$ cat config.mk
export PLATFORM = sky130hd
export DESIGN_NAME = tx_code_group_flat
export DESIGN_NICKNAME = d
export VERILOG_FILES = /design/src/rtl/pcs_tx_pkg.sv /design/src/rtl/tx_code_group_if.sv /design/src/rtl/tx_code_group.sv /design/src/flat_wrapper.sv
export SDC_FILE = /design/constraint.sdc
export NUM_CORES = 1
export LEC_CHECK = 0
export ABC_AREA = 0
export BUFFER_PORTS_ARGS = -buffer_cell sky130_fd_sc_hd__buf_2
export CELL_PAD_IN_SITES_DETAIL_PLACEMENT = 1
export CELL_PAD_IN_SITES_GLOBAL_PLACEMENT = 2
export CORE_MARGIN = 2
export CORE_UTILIZATION = 32
export CTS_BUF_LIST = sky130_fd_sc_hd__clkbuf_4 sky130_fd_sc_hd__clkbuf_8
export CTS_CLUSTER_DIAMETER = 100
export CTS_CLUSTER_SIZE = 10
export DETAILED_ROUTE_END_ITERATION = 10
export MAX_ROUTING_LAYER = met4
export PLACE_DENSITY = 0.89
export SLEW_MARGIN = 30
export SYNTH_ARGS = -nofsm -noshare
export SYNTH_HDL_FRONTEND = slang
export SYNTH_SLANG_ARGS = --single-unit
export TNS_END_PERCENT = 10
$ cat constraint.sdc
create_clock -name clk -period 2.6 [get_ports clk]
set_clock_uncertainty 0.2 [all_clocks]
set_input_delay 0.52 -clock clk [delete_from_list [all_inputs] [get_ports clk]]
set_output_delay 0.52 -clock clk [all_outputs]
set_load 0.02 [all_outputs]
$ cat src/rtl/pcs_tx_pkg.sv
// rtl/pcs_tx_pkg.sv - shared 1000BASE-X PCS transmit encodings and state types
package pcs_tx_pkg;

  localparam logic [2:0] OS_C = 3'd0;
  localparam logic [2:0] OS_I = 3'd1;
  localparam logic [2:0] OS_S = 3'd2;
  localparam logic [2:0] OS_V = 3'd3;
  localparam logic [2:0] OS_T = 3'd4;
  localparam logic [2:0] OS_R = 3'd5;
  localparam logic [2:0] OS_D = 3'd6;

  localparam logic [7:0] K28_5 = 8'hBC;
  localparam logic [7:0] K27_7 = 8'hFB;
  localparam logic [7:0] K29_7 = 8'hFD;
  localparam logic [7:0] K23_7 = 8'hF7;
  localparam logic [7:0] K30_7 = 8'hFE;
  localparam logic [7:0] D5_6  = 8'hC5;
  localparam logic [7:0] D16_2 = 8'h50;
  localparam logic [7:0] D21_5 = 8'hB5;
  localparam logic [7:0] D2_2  = 8'h42;

  typedef enum logic [3:0] {
    ST_TAIL,
    ST_SPECIAL_GO,
    ST_DATA_GO,
    ST_IDLE_K,
    ST_IDLE_D,
    ST_CFG_K,
    ST_CFG_D,
    ST_CFG_LO,
    ST_CFG_HI,
    ST_ALIGN_PAD
  } tx_cg_state_e;

  // Single-code-group sets; the reserved encoding 7 falls through to /V/.
  function automatic logic [7:0] special_code(input logic [2:0] os);
    case (os)
      OS_S:    return K27_7;
      OS_T:    return K29_7;
      OS_R:    return K23_7;
      default: return K30_7;
    endcase
  endfunction

endpackage

$ cat src/rtl/tx_code_group_if.sv
// rtl/tx_code_group_if.sv - ordered-set request in, code-group out
interface tx_code_group_if;
  logic [2:0]  tx_o_set;
  logic [7:0]  txd;
  logic [15:0] tx_config_reg;
  logic        tx_rd_pos;
  logic [7:0]  tx_code_group;
  logic        tx_is_k;
  logic        tx_even;
  logic        tx_oset_indicate;

  modport master (
    output tx_o_set, txd, tx_config_reg, tx_rd_pos,
    input  tx_code_group, tx_is_k, tx_even, tx_oset_indicate
  );

  modport slave (
    input  tx_o_set, txd, tx_config_reg, tx_rd_pos,
    output tx_code_group, tx_is_k, tx_even, tx_oset_indicate
  );
endinterface

$ cat src/rtl/tx_code_group.sv
// rtl/tx_code_group.sv - PCS transmit code-group generator with registered outputs
module tx_code_group
  import pcs_tx_pkg::*;
#(
  parameter bit PAD_MISALIGNED = 1'b1
) (
  input  logic             clk,
  input  logic             reset,
  tx_code_group_if.slave   cg
);

  tx_cg_state_e state_q, state_d;
  logic [7:0]   code_q, code_d;
  logic         is_k_q, is_k_d;
  logic         ind_q, ind_d;
  logic         even_q;
  logic         c2_q, c2_d;
  logic [15:0]  cfg_q, cfg_d;
  logic         rd_q, rd_d;
  logic         pend_cfg_q, pend_cfg_d;
  logic         pad_now;

  // A two- or four-group set must start on an even slot; the slot after this one is odd when even_q=1.
  assign pad_now = PAD_MISALIGNED && even_q;

  always_comb begin
    state_d    = state_q;
    c2_d       = c2_q;
    cfg_d      = cfg_q;
    rd_d       = rd_q;
    pend_cfg_d = pend_cfg_q;
    if (ind_q) begin
      case (cg.tx_o_set)
        OS_C: begin
          cfg_d      = cg.tx_config_reg;
          pend_cfg_d = 1'b1;
          state_d    = pad_now ? ST_ALIGN_PAD : ST_CFG_K;
        end
        OS_I: begin
          rd_d       = cg.tx_rd_pos;
          c2_d       = 1'b0;
          pend_cfg_d = 1'b0;
          state_d    = pad_now ? ST_ALIGN_PAD : ST_IDLE_K;
        end
        OS_D: begin
          c2_d    = 1'b0;
          state_d = ST_DATA_GO;
        end
        default: begin
          c2_d    = 1'b0;
          state_d = ST_SPECIAL_GO;
        end
      endcase
    end else begin
      case (state_q)
        ST_IDLE_K:    state_d = ST_IDLE_D;
        ST_CFG_K: begin
          state_d = ST_CFG_D;
          c2_d    = ~c2_q;
        end
        ST_CFG_D:     state_d = ST_CFG_LO;
        ST_CFG_LO:    state_d = ST_CFG_HI;
        ST_ALIGN_PAD: state_d = pend_cfg_q ? ST_CFG_K : ST_IDLE_K;
        default:      state_d = ST_TAIL;
      endcase
    end

    code_d = D16_2;
    is_k_d = 1'b0;
    ind_d  = 1'b1;
    case (state_d)
      ST_SPECIAL_GO: begin
        code_d = special_code(cg.tx_o_set);
        is_k_d = 1'b1;
      end
      ST_DATA_GO:    code_d = cg.txd;
      ST_IDLE_K, ST_CFG_K: begin
        code_d = K28_5;
        is_k_d = 1'b1;
        ind_d  = 1'b0;
      end
      ST_IDLE_D:     code_d = rd_q ? D5_6 : D16_2;
      ST_CFG_D: begin
        code_d = c2_q ? D2_2 : D21_5;
        ind_d  = 1'b0;
      end
      ST_CFG_LO: begin
        code_d = cfg_q[7:0];
        ind_d  = 1'b0;
      end
      ST_CFG_HI:     code_d = cfg_q[15:8];
      ST_ALIGN_PAD: begin
        code_d = K23_7;
        is_k_d = 1'b1;
        ind_d  = 1'b0;
      end
      default: ;
    endcase
  end

  always_ff @(posedge clk) begin
    if (reset) begin
      state_q    <= ST_TAIL;
      code_q     <= D16_2;
      is_k_q     <= 1'b0;
      ind_q      <= 1'b1;
      even_q     <= 1'b0;
      c2_q       <= 1'b0;
      cfg_q      <= '0;
      rd_q       <= 1'b0;
      pend_cfg_q <= 1'b0;
    end else begin
      state_q    <= state_d;
      code_q     <= code_d;
      is_k_q     <= is_k_d;
      ind_q      <= ind_d;
      even_q     <= ~even_q;
      c2_q       <= c2_d;
      cfg_q      <= cfg_d;
      rd_q       <= rd_d;
      pend_cfg_q <= pend_cfg_d;
    end
  end

  assign cg.tx_code_group    = code_q;
  assign cg.tx_is_k          = is_k_q;
  assign cg.tx_even          = even_q;
  assign cg.tx_oset_indicate = ind_q;

endmodule

$ cat src/flat_wrapper.sv
// flat-port wrapper written by rule: the top's interface ports become plain ports
module tx_code_group_flat import pcs_tx_pkg::*;
#(
  parameter bit PAD_MISALIGNED = 1'b1
)
  (clk, reset, cg_tx_o_set, cg_txd, cg_tx_config_reg, cg_tx_rd_pos, cg_tx_code_group, cg_tx_is_k, cg_tx_even, cg_tx_oset_indicate);
  tx_code_group_if cg_i ();
  input  logic clk;
  input  logic reset;
  input wire logic [$bits(cg_i.tx_o_set)-1:0] cg_tx_o_set;
  input wire logic [$bits(cg_i.txd)-1:0] cg_txd;
  input wire logic [$bits(cg_i.tx_config_reg)-1:0] cg_tx_config_reg;
  input wire logic [$bits(cg_i.tx_rd_pos)-1:0] cg_tx_rd_pos;
  output wire logic [$bits(cg_i.tx_code_group)-1:0] cg_tx_code_group;
  output wire logic [$bits(cg_i.tx_is_k)-1:0] cg_tx_is_k;
  output wire logic [$bits(cg_i.tx_even)-1:0] cg_tx_even;
  output wire logic [$bits(cg_i.tx_oset_indicate)-1:0] cg_tx_oset_indicate;
  assign cg_i.tx_o_set = cg_tx_o_set;
  assign cg_i.txd = cg_txd;
  assign cg_i.tx_config_reg = cg_tx_config_reg;
  assign cg_i.tx_rd_pos = cg_tx_rd_pos;
  assign cg_tx_code_group = cg_i.tx_code_group;
  assign cg_tx_is_k = cg_i.tx_is_k;
  assign cg_tx_even = cg_i.tx_even;
  assign cg_tx_oset_indicate = cg_i.tx_oset_indicate;
  tx_code_group #(.PAD_MISALIGNED(PAD_MISALIGNED)) u_core (.clk(clk), .reset(reset), .cg(cg_i));
endmodule
==> implementation parameters <==
Parameter                              Value

GRT
  All-Layer GR Usage    0.1777
  Maximum number of pins on one net before global-route repair    25
  Remaining global-route overflow    0
  Antenna violations before repair    0
  Global-route wire length before repair    around 8000 microns
  Vias in the first global route    1614

STA
  Hold_ws    262.4 ps
  Setup violators final    0
  Transition time at the pin with the least slew margin    around 540 ps
  Setup slack after layout    329.0 ps
  RSZ-0062 raised after global routing    no
  Highest clock frequency the design can meet    440.3 MHz
  Post-layout minimum cycle time    2271 ps
  Total Neg Setup Slack    0 ps
  Final max-slew violation count    0
  Worst slew margin relative to its limit    0.6420
  Hold violation count in the final report    0
  Final worst-path cycle share    0.8734

Logic synthesis
  Portion of synthesized cell area occupied by the leading cell type    0.3919
  Most area-consuming cells after synthesis    sky130_fd_sc_hd__dfxtp_1 (39%), sky130_fd_sc_hd__nand2_1 (9.7%), sky130_fd_sc_hd__a21oi_1 (7.8%), sky130_fd_sc_hd__a31oi_1 (2.2%), sky130_fd_sc_hd__nor2_1 (1.9%)
  Number of instances in the synthesized netlist    200
  Main flop type after synthesis    sky130_fd_sc_hd__dfxtp_1
  Yosys cell types    53
  Synth area leader    sky130_fd_sc_hd__dfxtp_1
  Mux share of post-synthesis cell area    0.01801
  Simple-gate share of the synthesized area    0.2608
  Synth Area in XOR/XNOR    0.01009
  Area fraction in compound gates after synthesis    0.2767
  Synth Register Bits    34
  Post-Synthesis Cell Area    around 1700 sq um
  Number of enable-type register cells in the synthesized netlist    0
  Sequential element share of the synthesized area    0.3919
  Yosys warns    0
  Synth Area in Adders    0
  Post-synthesis net count    230
  Post-synthesis average cell area    8.683 sq um
  Synth async-reset ratio    0
  Combinational family with the most area after synthesis    compound AO/OA/AOI/OAI gates

Pwr
  Largest voltage drop on the vdd net    0.2404 mV
  Power density over the cells    606.2 nW/um^2
  Leak pwr    0.8684 nW
  Tot Pwr    1.277 mW

Clock network
  Count of instances resized after the clock tree is built    0
  Maximum buffer depth of the clock tree    2
  Number of clock sinks    34
  Clock insertion delay at the later pin of the skew report    slightly below 300 ps
  Clock transition at the registers of the reported paths    70 ps
  Number of buffers added for setup after CTS    0
  Hold bufs inserted after CTS    0
  TritonCTS Buffers    5
  Clock tree from TritonCTS    yes
  Root Buffer    sky130_fd_sc_hd__clkbuf_8
  Max H-tree Level    2

Place
  Cell Area, Placed    between 2000 and 2500 sq um
  DPL Wire Length    ~3700 microns
  Total instance count after detailed placement    306
  Final weighted congestion in routability-driven placement    0.9360
  Number of I/O port buffers    40
  Pre-CTS worst setup slack    277.5 ps

Final layout
  Design area    2106 sq um
  Area added between synthesis and finish    21.25%
  Final antenna diode count    0
  Final design utilization    0.4071
  Number of nets at the end of the flow    273
  Fraction of final layout cells with drive strength greater than 1    0.2951
  Number of standard cells in the final layout excluding fillers    314

Worst setup path
  Worst EP arrival    2290 ps
  Endpoint type of the worst setup path    flip-flop
  Maximum fanout count along the critical path    11
  Kind of launch point of the worst setup path    flip-flop
  Required @ worst endpoint    2620 ps
  Slowest stage cell, crit path    sky130_fd_sc_hd__o31a_1
  Delay of the slowest cell on the worst path    about 440 ps
  Delay-heaviest family, CP    compound AO/OA/AOI/OAI gates
  Critical setup path kind    flip-flop to flip-flop
  Critical path buffers and inverters    0
  Cell Chain, Critical Path    and4bb_1, o31a_1, nand3_1, a21oi_2, a222oi_1, a21oi_1

Die
  Die W    77.67 microns
  Count of pins on the block boundary    41
  Chip height    77.67 microns
  Starting density of the core    0.3358
  Num rows    26
  Placeable core region    5172 sq um
  Full die area    6033 sq um

Drt
  DRC errors left    0
  Number of vias in the routed layout    1609
  Avg Vias per Cell    slightly above 5
  Residual antenna-violating net count after detailed routing    0
  Detailed-route wire length per cell    15.83 microns
  Detailed route wirelength on metal3    225 microns
  Iteration-0 DRC Markers    127
  Met2 wire length    between 2000 and 2500 microns
  Uppermost layer routed    met4
  Met1 WL    2277 microns
  Final routed wirelength across all metal layers    a little under 5000 microns
  Pre-antenna DRT Iters    4

Flow run
  Max-capacitance violation count    0

Outcome
  Result of the run    complete, no violations

Min path
  Hold Path Class    flip-flop to flip-flop
[cell families after synthesis]
| group | Yosys count |
|---|---|
| simple gates | 84 |
| flops | 34 |
| xor+xnor | 2 |
| mux | 3 |
| buf+inv | 14 |
| compound gates | 63 |
[worst reg2reg max path: cells and delay by family, from the launching register on]
kind / cells / cell delay [ps]
AO/OA/AOI/OAI: 4 / 1040
AND/OR/NAND/NOR: 2 / 600
flip-flops: 1 / 360
[Yosys cell counts, types with 2 or more instances]
master / n
sky130_fd_sc_hd__nor2_1: 9
sky130_fd_sc_hd__nand3_1: 4
sky130_fd_sc_hd__o21ai_0: 3
sky130_fd_sc_hd__and2b_1: 3
sky130_fd_sc_hd__xor2_1: 2
sky130_fd_sc_hd__a221oi_1: 2
sky130_fd_sc_hd__dfxtp_1: 34
sky130_fd_sc_hd__clkbuf_1: 4
sky130_fd_sc_hd__inv_1: 4
sky130_fd_sc_hd__buf_2: 2
sky130_fd_sc_hd__nand2_1: 45
sky130_fd_sc_hd__a21oi_2: 2
sky130_fd_sc_hd__a21oi_1: 27
sky130_fd_sc_hd__buf_6: 2
sky130_fd_sc_hd__a32o_1: 3
sky130_fd_sc_hd__and2_1: 2
sky130_fd_sc_hd__nor3_1: 3
sky130_fd_sc_hd__nand4b_1: 2
sky130_fd_sc_hd__a31oi_1: 6
sky130_fd_sc_hd__and3_1: 3
sky130_fd_sc_hd__nand2b_1: 3
sky130_fd_sc_hd__a22oi_1: 3
sky130_fd_sc_hd__mux2i_1: 2
[path summary, 6_finish.rpt]
check	cells after the start	slack, ps	startpoint	end
setup / recovery	6	330	u_core.state_q[1]	u_core.cg.tx_code_group[5]
hold / removal	2	260	u_core.cfg_q[8]	u_core.cfg_q[8]
setup reg to reg	6	330	u_core.state_q[1]	u_core.cg.tx_code_group[5]
hold reg to reg	2	260	u_core.cfg_q[8]	u_core.cfg_q[8]
[routing by layer]
metal  GRT usage  vias up
met4     0.05357        0
li1            -      803
met1      0.2314      766
met5           -        -
met2      0.2793       38
met3     0.03488        2
[sequential cells by signal, summed over array words and instances, names as in the netlist]
register,count
u_core.cg.tx_even,1
u_core.c2_q,1
u_core.cfg_q,16
u_core.cg.tx_is_k,1
u_core.rd_q,1
u_core.pend_cfg_q,1
u_core.cg.tx_oset_indicate,1
u_core.state_q,4
u_core.cg.tx_code_group,8
[cells in the final DEF, fill, tap and decap left out, types with 2 or more instances in the layout]
| cell | count |
|---|---|
| sky130_fd_sc_hd__a21oi_1 | 27 |
| sky130_fd_sc_hd__a21oi_2 | 2 |
| sky130_fd_sc_hd__a221oi_1 | 2 |
| sky130_fd_sc_hd__a22oi_1 | 3 |
| sky130_fd_sc_hd__a31oi_1 | 6 |
| sky130_fd_sc_hd__a32o_1 | 3 |
| sky130_fd_sc_hd__and2_1 | 2 |
| sky130_fd_sc_hd__and2b_1 | 3 |
| sky130_fd_sc_hd__and3_1 | 3 |
| sky130_fd_sc_hd__buf_2 | 40 |
| sky130_fd_sc_hd__buf_4 | 6 |
| sky130_fd_sc_hd__clkbuf_8 | 6 |
| sky130_fd_sc_hd__dfxtp_1 | 34 |
| sky130_fd_sc_hd__inv_1 | 4 |
| sky130_fd_sc_hd__mux2i_1 | 2 |
| sky130_fd_sc_hd__nand2_1 | 45 |
| sky130_fd_sc_hd__nand2b_1 | 3 |
| sky130_fd_sc_hd__nand3_1 | 4 |
| sky130_fd_sc_hd__nand4b_1 | 2 |
| sky130_fd_sc_hd__nor2_1 | 9 |
| sky130_fd_sc_hd__nor3_1 | 3 |
| sky130_fd_sc_hd__o21ai_0 | 3 |
| sky130_fd_sc_hd__xor2_1 | 2 |
[where the power goes]
part / total [mW] / leakage, nW / switching (mW) / internal, mW
registers: 0.584 / 0.279 / 0.0264 / 0.558
logic: 0.271 / 0.538 / 0.159 / 0.112
clock network: 0.421 / 0.0517 / 0.197 / 0.224
total: 1.28 / 0.868 / 0.382 / 0.894
[final cells by class]
class	count	area (sq um)
repair buffers	46	245.2
fillers	652	3067
flip-flops and latches	34	680.7
well taps	70	87.58
inverters	4	15.01
clock buffers	7	90.09
multi-input cells	152	982.2
clock inverters	1	5.005
Power figures use the tool's default switching activity.
